<file path="src/rtl/mem_access_unit_if.sv">
// Request/response and word-memory port bundle for mem_access_unit.
// slave = the unit's view, master = requester plus memory side.
`ifndef WORD_WIDTH
`define WORD_WIDTH 32
`endif

interface mem_access_unit_if #(
    parameter int W = `WORD_WIDTH
);
    logic         req_valid;
    logic         req_ready;
    logic         req_we;
    logic [1:0]   req_size;
    logic         req_signed;
    logic [W-1:0] req_addr;
    logic [W-1:0] req_wdata;
    logic         resp_valid;
    logic [W-1:0] resp_rdata;
    logic         resp_err;
    logic         mem_read_en;
    logic [W-1:0] mem_read_addr;
    logic [W-1:0] mem_read_data;
    logic         mem_write_en;
    logic [W-1:0] mem_write_addr;
    logic [W-1:0] mem_write_data;

    modport slave (
        input  req_valid, req_we, req_size, req_signed, req_addr, req_wdata, mem_read_data,
        output req_ready, resp_valid, resp_rdata, resp_err,
               mem_read_en, mem_read_addr, mem_write_en, mem_write_addr, mem_write_data
    );

    modport master (
        output req_valid, req_we, req_size, req_signed, req_addr, req_wdata, mem_read_data,
        input  req_ready, resp_valid, resp_rdata, resp_err,
               mem_read_en, mem_read_addr, mem_write_en, mem_write_addr, mem_write_data
    );
endinterface

</file>
<file path="src/rtl/mem_access_unit.sv">
// Byte/half/word load-store initiator over a word-only memory port (RMW for sub-word stores).
// Optional misalignment trapping is enabled by defining MISALIGN_TRAP_EN.
`ifndef WORD_WIDTH
`define WORD_WIDTH 32
`endif

module mem_access_unit #(
    parameter int W = `WORD_WIDTH
) (
    input logic            clk,
    input logic            rst,
    mem_access_unit_if.slave bus
);
    typedef enum logic [1:0] {S_IDLE, S_RD, S_WR, S_RESP} state_t;

    state_t       r_state, w_next;
    logic         r_we;
    logic [1:0]   r_size;
    logic         r_signed;
    logic [W-1:0] r_addr;
    logic [15:0]  r_wlow;
    logic [W-1:0] r_wbuf;
    logic [W-1:0] r_rdata;
    logic         r_err;

    logic         w_mis;
    logic         w_ready, w_rd_en, w_wr_en, w_resp;
    logic [7:0]   w_byte;
    logic [15:0]  w_half;
    logic [W-1:0] w_load, w_merged;

`ifdef MISALIGN_TRAP_EN
    assign w_mis = (bus.req_size == 2'b11) ||
                   (bus.req_size == 2'b01 && bus.req_addr[0]) ||
                   (bus.req_size == 2'b10 && bus.req_addr[1:0] != 2'b00);
`else
    assign w_mis = 1'b0;
`endif

    always_comb begin
        w_byte   = bus.mem_read_data[{r_addr[1:0], 3'b000} +: 8];
        w_half   = r_addr[1] ? bus.mem_read_data[31:16] : bus.mem_read_data[15:0];
        case (r_size)
            2'b00:   w_load = {{(W-8){r_signed & w_byte[7]}}, w_byte};
            2'b01:   w_load = {{(W-16){r_signed & w_half[15]}}, w_half};
            default: w_load = bus.mem_read_data;
        endcase
        w_merged = bus.mem_read_data;
        if (r_size == 2'b00)
            w_merged[{r_addr[1:0], 3'b000} +: 8] = r_wlow[7:0];
        else
            w_merged[{r_addr[1], 4'b0000} +: 16] = r_wlow;
    end

    always_comb begin
        w_next  = r_state;
        w_ready = 1'b0;
        w_rd_en = 1'b0;
        w_wr_en = 1'b0;
        w_resp  = 1'b0;
        case (r_state)
            S_IDLE: begin
                // state is already IDLE while in reset, so gate ready with rst
                w_ready = rst;
                if (bus.req_valid) begin
                    if (w_mis)
                        w_next = S_RESP;
                    else if (bus.req_we && bus.req_size[1])
                        w_next = S_WR;
                    else
                        w_next = S_RD;
                end
            end
            S_RD: begin
                w_rd_en = 1'b1;
                w_next  = r_we ? S_WR : S_RESP;
            end
            S_WR: begin
                w_wr_en = 1'b1;
                w_next  = S_RESP;
            end
            S_RESP: begin
                w_resp = 1'b1;
                w_next = S_IDLE;
            end
            default: w_next = S_IDLE;
        endcase
    end

    always_ff @(posedge clk or negedge rst) begin
        if (!rst)
            r_state <= S_IDLE;
        else
            r_state <= w_next;
    end

    always_ff @(posedge clk or negedge rst) begin
        if (!rst) begin
            r_we     <= 1'b0;
            r_size   <= '0;
            r_signed <= 1'b0;
            r_addr   <= '0;
            r_wlow   <= '0;
            r_wbuf   <= '0;
            r_rdata  <= '0;
            r_err    <= 1'b0;
        end else begin
            case (r_state)
                S_IDLE: if (bus.req_valid) begin
                    r_we     <= bus.req_we;
                    r_size   <= bus.req_size;
                    r_signed <= bus.req_signed;
                    r_addr   <= bus.req_addr;
                    r_wlow   <= bus.req_wdata[15:0];
                    r_wbuf   <= bus.req_wdata;
                    if (w_mis) begin
                        r_rdata <= '0;
                        r_err   <= 1'b1;
                    end
                end
                S_RD: begin
                    if (r_we)
                        r_wbuf <= w_merged;
                    else begin
                        r_rdata <= w_load;
                        r_err   <= 1'b0;
                    end
                end
                S_WR: begin
                    r_rdata <= '0;
                    r_err   <= 1'b0;
                end
                default: ;
            endcase
        end
    end

    assign bus.req_ready      = w_ready;
    assign bus.resp_valid     = w_resp;
    assign bus.resp_rdata     = r_rdata;
    assign bus.resp_err       = r_err;
    assign bus.mem_read_en    = w_rd_en;
    assign bus.mem_read_addr  = w_rd_en ? {r_addr[W-1:2], 2'b00} : '0;
    assign bus.mem_write_en   = w_wr_en;
    assign bus.mem_write_addr = w_wr_en ? {r_addr[W-1:2], 2'b00} : '0;
    assign bus.mem_write_data = w_wr_en ? r_wbuf : '0;
endmodule

</file>
<file path="src/flat_wrapper.sv">
// flat-port wrapper written by rule: the top's interface ports become plain ports
module mem_access_unit_flat 
#(
    parameter int W = `WORD_WIDTH
)
  (clk, rst, bus_req_valid, bus_req_we, bus_req_size, bus_req_signed, bus_req_addr, bus_req_wdata, bus_mem_read_data, bus_req_ready, bus_resp_valid, bus_resp_rdata, bus_resp_err, bus_mem_read_en, bus_mem_read_addr, bus_mem_write_en, bus_mem_write_addr, bus_mem_write_data);
  mem_access_unit_if #(.W(W)) bus_i ();
  input logic clk;
  input logic rst;
  input wire logic [$bits(bus_i.req_valid)-1:0] bus_req_valid;
  input wire logic [$bits(bus_i.req_we)-1:0] bus_req_we;
  input wire logic [$bits(bus_i.req_size)-1:0] bus_req_size;
  input wire logic [$bits(bus_i.req_signed)-1:0] bus_req_signed;
  input wire logic [$bits(bus_i.req_addr)-1:0] bus_req_addr;
  input wire logic [$bits(bus_i.req_wdata)-1:0] bus_req_wdata;
  input wire logic [$bits(bus_i.mem_read_data)-1:0] bus_mem_read_data;
  output wire logic [$bits(bus_i.req_ready)-1:0] bus_req_ready;
  output wire logic [$bits(bus_i.resp_valid)-1:0] bus_resp_valid;
  output wire logic [$bits(bus_i.resp_rdata)-1:0] bus_resp_rdata;
  output wire logic [$bits(bus_i.resp_err)-1:0] bus_resp_err;
  output wire logic [$bits(bus_i.mem_read_en)-1:0] bus_mem_read_en;
  output wire logic [$bits(bus_i.mem_read_addr)-1:0] bus_mem_read_addr;
  output wire logic [$bits(bus_i.mem_write_en)-1:0] bus_mem_write_en;
  output wire logic [$bits(bus_i.mem_write_addr)-1:0] bus_mem_write_addr;
  output wire logic [$bits(bus_i.mem_write_data)-1:0] bus_mem_write_data;
  assign bus_i.req_valid = bus_req_valid;
  assign bus_i.req_we = bus_req_we;
  assign bus_i.req_size = bus_req_size;
  assign bus_i.req_signed = bus_req_signed;
  assign bus_i.req_addr = bus_req_addr;
  assign bus_i.req_wdata = bus_req_wdata;
  assign bus_i.mem_read_data = bus_mem_read_data;
  assign bus_req_ready = bus_i.req_ready;
  assign bus_resp_valid = bus_i.resp_valid;
  assign bus_resp_rdata = bus_i.resp_rdata;
  assign bus_resp_err = bus_i.resp_err;
  assign bus_mem_read_en = bus_i.mem_read_en;
  assign bus_mem_read_addr = bus_i.mem_read_addr;
  assign bus_mem_write_en = bus_i.mem_write_en;
  assign bus_mem_write_addr = bus_i.mem_write_addr;
  assign bus_mem_write_data = bus_i.mem_write_data;
  mem_access_unit #(.W(W)) u_core (.clk(clk), .rst(rst), .bus(bus_i));
endmodule
</file>
<file path="config.mk">
export PLATFORM = sky130hd
export DESIGN_NAME = mem_access_unit_flat
export DESIGN_NICKNAME = d
export VERILOG_FILES = /design/src/rtl/mem_access_unit_if.sv /design/src/rtl/mem_access_unit.sv /design/src/flat_wrapper.sv
export SDC_FILE = /design/constraint.sdc
export NUM_CORES = 1
export LEC_CHECK = 0
export BUFFER_PORTS_ARGS = -buffer_cell sky130_fd_sc_hd__buf_2
export CAP_MARGIN = 0
export CORE_MARGIN = 4
export CORE_UTILIZATION = 52
export DETAILED_ROUTE_END_ITERATION = 16
export PLACE_DENSITY = 0.78
export SLEW_MARGIN = 10
export SYNTH_ARGS = -nofsm -noshare
export SYNTH_HDL_FRONTEND = slang
export SYNTH_SLANG_ARGS = --single-unit
export TNS_END_PERCENT = 10
</file>
<file path="constraint.sdc">
create_clock -name clk -period 2.75 [get_ports clk]
set_input_delay 0.275 -clock clk [delete_from_list [all_inputs] [get_ports clk]]
set_output_delay 0.275 -clock clk [all_outputs]
set_load 0.01 [all_outputs]
</file>
# == Yosys cells after proc, flatten, opt, wreduce, memory -nomap -nowiden ==
# Cells that the tools add are included.
# totals
wordCells,56
ramBits,0
mem_count,0
rom_bits,0
output_inout_bits,133
latch_bits,0
regBits,119
# op_classes
div_mod_pow,0
n_bitwise,2
shifts,5
n_reduce_logical,8
n_mux,23
multipliers,0
addsub,2
magnitude_cmp,0
eq_ne,7
# op_table
operator,n
$mux 32,7
$pmux 32 s2,3
$bwmux 32,2
$shift 16x7->32 const A,1
$shift 8x7->32 const A,1
$shiftx 16x7->32,1
$shiftx 32x6->8,1
$shiftx 8x7->32,1
$mux 16,1
$neg 5->7,2
$pmux 2 s4,1
$mux 1,6
$eq 2x1->1 const B,2
$eq 2x2->1 const B,2
$logic_not 2->1,2
$mux 2,2
$ne 2x2->1 const B,2
$reduce_and 2->1,2
$reduce_bool 2->1,2
$reduce_and 3->1,1
$and 1x1->1,2
$ne 2x1->1 const B,1
$pmux 1 s2,1
$logic_and 1x1->1,1

# == Longest topological paths before layout ==
# logic_depth
ltp_word,6
ltp_mapped,9
ltp_nobuf,6

# == Least setup slack after synthesis ==
# No wires, ideal clock.
# synth_path
kind,flip-flop to flip-flop
start,reg u_core.r_addr[1]
end,reg u_core.r_wbuf[24]
setup_ns,0.137
path_slack_ns,0.752
arrival_time_ns,1.861
path_buffers,2
required_ns,2.613
stages_incl_launch_ff,9
path_cell_list,dfrtp_1 -> buf_6 -> inv_1 -> ha_1 -> clkbuf_1 -> nor2_1 -> a311o_1 -> a22oi_1 -> a21oi_1
# synth_between
elab_chain_len,6
elab_cells_between_ends,11
classes_between,2 x add/sub; 4 x shift; 5 x mux
# synth_rtl
item,line,text
"start, declared",mem_access_unit.sv:20,logic [W-1:0] r_addr;
"start signal, assigned",mem_access_unit.sv:113,r_addr <= bus.req_addr;
"$neg 5->7, on equally long branches","mem_access_unit.sv:52, mem_access_unit.sv:50",
"$shiftx 16x7->32, or another cell as far along",mem_access_unit.sv:52,"w_merged[{r_addr[1], 4'b0000} +: 16] = r_wlow;"
"$bwmux 32, on equally long branches","mem_access_unit.sv:52, mem_access_unit.sv:50",
$mux 32 (*),mem_access_unit.sv:49,if (r_size == 2'b00)
$mux 32 (*),mem_access_unit.sv:122,if (r_we)
$pmux 32 s2 (*),mem_access_unit.sv:108,case (r_state)
"end signal, assigned",mem_access_unit.sv:115,r_wbuf <= bus.req_wdata;
"end signal, assigned",mem_access_unit.sv:123,r_wbuf <= w_merged;
"end, declared",mem_access_unit.sv:22,logic [W-1:0] r_wbuf;
# Mark *: on every way between the ends. The rest lies on a longest branch, timed or not. The select of a mux whose other input is x is not followed.
# A chain may end at the register's enable or synchronous reset.

# == Worst setup path in the final report ==
# layout_path
start,reg u_core.r_state[0]
end,out bus_mem_write_data[24]
# layout_between
elab_chain_len,3
# layout_rtl
item,line,text
"start, declared",mem_access_unit.sv:16,"state_t r_state, w_next;"
"start signal, assigned",mem_access_unit.sv:94,r_state <= w_next;
$eq 2x2->1,mem_access_unit.sv:61,case (r_state)
$mux 1,mem_access_unit.sv:61,
$mux 32,mem_access_unit.sv:146,assign bus.mem_write_data = w_wr_en ? r_wbuf : '0;
"end, declared",flat_wrapper.sv:25,output wire logic [$bits(bus_i.mem_write_data)-1:0] bus_mem_write_data;
# Every way passes these cells.

==> tab_implementation.tex <==
\begin{tabular}{lr}
\hline
Metric & Value \\
\hline
\multicolumn{2}{l}{\textbf{CTS}} \\
Clock buffers created by TritonCTS & 17 \\
TritonCTS clock tree & yes \\
Clk Latency, worst-skew pair & approximately 0.42 ns \\
Buffer count from post-CTS setup fixing & 0 \\
H-tree levels & 4 \\
Longest Clk Path Bufs & 2 \\
Clock transition at the registers of the reported paths & around 0.05 ns \\
Total of cells resized after clock tree synthesis & 0 \\
Library cell used as clock root buffer & clkbuf\_16 \\
\# hold bufs at CTS & 0 \\
Num Clock Sinks & about 120 \\
\multicolumn{2}{l}{\textbf{Global route}} \\
Largest net degree at the start of global routing & 119 \\
Total grt overflow & 0 \\
All-Layer GR Usage & $\sim$28\% \\
Wire length of the first global-routing pass & 35.37 mm \\
Antenna violations before repair & 2 \\
Vias in the first global route & $\sim$6500 \\
\multicolumn{2}{l}{\textbf{STA}} \\
Total negative setup slack & 0 ns \\
Minimum period implied by the final worst setup slack & 2.413 ns \\
Fin. max-slew vios & 0 \\
Final count of negative-setup-slack endpoints & 0 \\
Final Skew & 0.007383 ns \\
Peak Freq & approximately 0.41 GHz \\
Count of endpoints failing hold in the final timing report & 0 \\
Transition time at the pin with the least slew margin & around 1.1 ns \\
Share of the clock period used by the worst path after layout & $\sim$88\% \\
Max transition margin & approximately 30\% \\
Worst hold margin & between 0.02 and 0.03 ns \\
Unrepaired setup endpoints after global routing & false \\
\multicolumn{2}{l}{\textbf{Yosys}} \\
Portion of the post-synthesis area used by sequential elements & between 40 and 50\% \\
Number of flip-flops and latches in the synthesized netlist & approximately 120 \\
Number of distinct standard cells referenced by the synthesized netlist & between 40 and 50 \\
Portion of synthesized cell area occupied by the leading cell type & between 40\% and 50\% \\
Share of flip-flops with an asynchronous set or reset after synthesis & 100.0\% \\
Dominant cells by area after synthesis & dfrtp\_1, mux2\_2, and2\_1 \\
Average instance area after synthesis & between 9 and 10 um\^{}2 \\
Synthesis Warnings & 0 \\
Ys flop type & dfrtp\_1 \\
EDFF count, synth & 0 \\
Dominant cell type by area after synthesis & dfrtp\_1 \\
Post-synthesis cell area & between 7000 and 8000 um\^{}2 \\
Cells after synthesis & roughly 750 \\
\multicolumn{2}{l}{\textbf{Final layout}} \\
Number of nets in the finished design & 1059 \\
Area growth syn-to-layout & 25.02\% \\
Final cell utilization of the core & between 60\% and 70\% \\
Sequential cell area in the final layout & 2954 um\^{}2 \\
Area occupied by multi-input gates & $\sim$4000 um\^{}2 \\
Fill cell total of the finished layout & about 1100 \\
Proportion of layout cells with a drive suffix above 1 & a little under two fifths \\
Post-layout instance count excluding filler cells & 1139 \\
Number of diodes & 0 \\
\multicolumn{2}{l}{\textbf{Route}} \\
Remaining antenna violation count after routing & 0 \\
Drt initial violations & around 950 \\
Total wirelength of the detailed-routed design & between 20 and 25 mm \\
Vias per cell & about 6 \\
Detailed-route via count & 6807 \\
DRC errors left & 0 \\
Routed WL per cell & between 20 and 25 um \\
DRT Pass-1 Iters & 6 \\
\multicolumn{2}{l}{\textbf{Worst setup path}} \\
Worst setup SP type & flip-flop \\
Max stage delay cell, worst path & buf\_4 \\
Critical path capture point type & primary output \\
Top fanout value on the critical path & roughly 90 \\
Critical Path Max Stage Delay & 0.58 ns \\
Category of the critical setup timing path & reg -> out \\
Critical path, cell by cell & inv\_1 -> ha\_2 -> buf\_4 -> and2\_1 -> buf\_2 \\
Arrival time of the worst setup path & $\sim$2.1 ns \\
Req. time, crit path & $\sim$2.5 ns \\
\multicolumn{2}{l}{\textbf{Placed design}} \\
Number of placed cells counting well taps & $\sim$1100 \\
Input/output buffers & 230 \\
Final HPWL DP & 16.03 mm \\
Last weighted congestion value of the routability-driven placer & $\sim$0.86 \\
\multicolumn{2}{l}{\textbf{Floorplan}} \\
Ports placed on the boundary & about 240 \\
Die W & $\sim$130 um \\
Effective utilization at floorplan & 52.73\% \\
Height of the die & approximately 130 um \\
Floorplan die area & 15980 um\^{}2 \\
Core region area & approximately 14000 um\^{}2 \\
Floorplan row count & between 40 and 50 \\
\multicolumn{2}{l}{\textbf{Power and ir drop}} \\
Leakage component of the power & 0.004614 uW \\
PD cells & 1265 nW/um\^{}2 \\
Peak supply drop & roughly 0.00066 V \\
\multicolumn{2}{l}{\textbf{Run}} \\
Number of maximum-capacitance violations & 0 \\
\multicolumn{2}{l}{\textbf{Worst hold path}} \\
Worst min path class & in -> async \\
\multicolumn{2}{l}{\textbf{Outcome}} \\
Result of the run & complete, no violations \\
\hline
\end{tabular}
-- stage by stage --
stage | area [um^2] | worst slack [ns] | total power, uW
global route | 9115 | 0.1481 | 12340
global placement | 8518 | 0.5753 | 9071
floorplan | 7306 | 0.7516 | 7434
CTS | 9115 | 0.3289 | 11530
finish | 9115 | 0.3373 | 11530
detailed placement | 8518 | 0.4784 | 9243
-- layer usage --
metal / GRT usage [%] / wire (um) / vias up
met5: 0 / 26 / -
met4: 10.03 / 751 / 4
met3: 8.758 / 2319 / 58
met2: 44.61 / 10670 / 379
met1: 36.87 / 9112 / 3274
li1: - / - / 3092
-- cells in the final DEF, fill, tap and decap left out, drive strengths merged, types with 2 or more instances in the layout --
cell      instances
nand3             2
and2             96
o221ai            8
conb              5
ha               10
a22oi            54
a21oi            63
a31oi             3
bufinv            2
dfrtp           118
o211ai            7
buf             247
inv              16
mux2             60
nand3b            9
nand2b           12
a221oi            9
mux2i            32
nor4bb            2
a311o             7
a211o            24
a222oi            7
nand2            28
clkinvlp          2
clkinv            4
and3b             2
o21ai            12
clkbuf           24
a22o              3
nor2             63
a221o             8
nor2b             9
-- registers in the layout, summed over array words and instances, names as in the netlist --
register / cells
u_core.bus.resp_rdata: 32
u_core.r_addr: 32
u_core.r_signed: 1
u_core.r_size: 2
u_core.r_state: 2
u_core.r_wbuf: 32
u_core.r_we: 1
u_core.r_wlow: 16
-- power breakdown --
part | total [uW] | internal, uW | switching, uW
sequential | 3200 | 2550 | 654
clock | 2230 | 1450 | 783
combinational | 6100 | 2630 | 3470
total | 11500 | 6630 | 4900
-- cell type report --
class                   instances  area share [%]
clock buffers                  24           5.504
inverters                      16          0.6589
multi-input cells             546           43.45
well taps                     180           2.471
clock inverters                 8           1.043
flip-flops and latches        118           32.41
repair buffers                247           14.47
-- critical path: cells and delay by family, from the launching register on --
family,cells,cell delay [ns]
adder cells (fa/ha/maj),1,0.19
buffers and inverters,3,0.84
flip-flops,1,0.40
AND/OR/NAND/NOR,1,0.23
-- final timing paths --
kind | start | end | slack, ns | cells after the start
worst min-delay path | rst | u_core.bus.resp_rdata[31] | 0.03 | 2
max in group asynchronous | rst | u_core.r_addr[1] | 2.25 | 2
worst max register to register | u_core.r_state[1] | u_core.bus.resp_rdata[21] | 0.46 | 6
min in group clk | bus_req_addr[4] | u_core.r_addr[4] | 0.09 | 2
worst max-delay path | u_core.r_state[0] | bus_mem_write_data[24] | 0.34 | 5
worst min register to register | u_core.bus.resp_rdata[4] | u_core.bus.resp_rdata[4] | 0.50 | 2
-- cell families (layout without fill, tap and decap cells) --
group           count (synthesis)  after routing  synth area share (%)
simple gates                  227            227                 16.90
fa+ha+maj                      10             10                 1.716
compound gates                211            211                 21.32
flops                         118            118                 40.50
mux                            93             93                 13.97
other cells                     1              5               0.05144
buf+inv                        87            295                 5.543
-- cells in the mapped netlist, types with 2 or more instances --
library cell / instances
a221o_1: 8
a222oi_1: 7
mux2i_1: 32
ha_1: 10
buf_4: 9
o221ai_1: 8
clkbuf_1: 41
o21ai_0: 2
a21oi_1: 63
nand2_1: 28
a31oi_1: 3
a22oi_1: 54
and3b_1: 2
a211o_1: 24
o21ai_1: 10
nor4bb_1: 2
mux2_2: 60
nor2b_1: 9
nor2_1: 62
a221oi_1: 9
o211ai_2: 6
buf_1: 6
buf_2: 11
nand3b_1: 9
buf_6: 4
a311o_1: 7
inv_1: 15
dfrtp_1: 118
a22o_1: 3
and2_1: 96
nand2b_1: 12
Note: power is estimated with default switching activity, not from simulation.
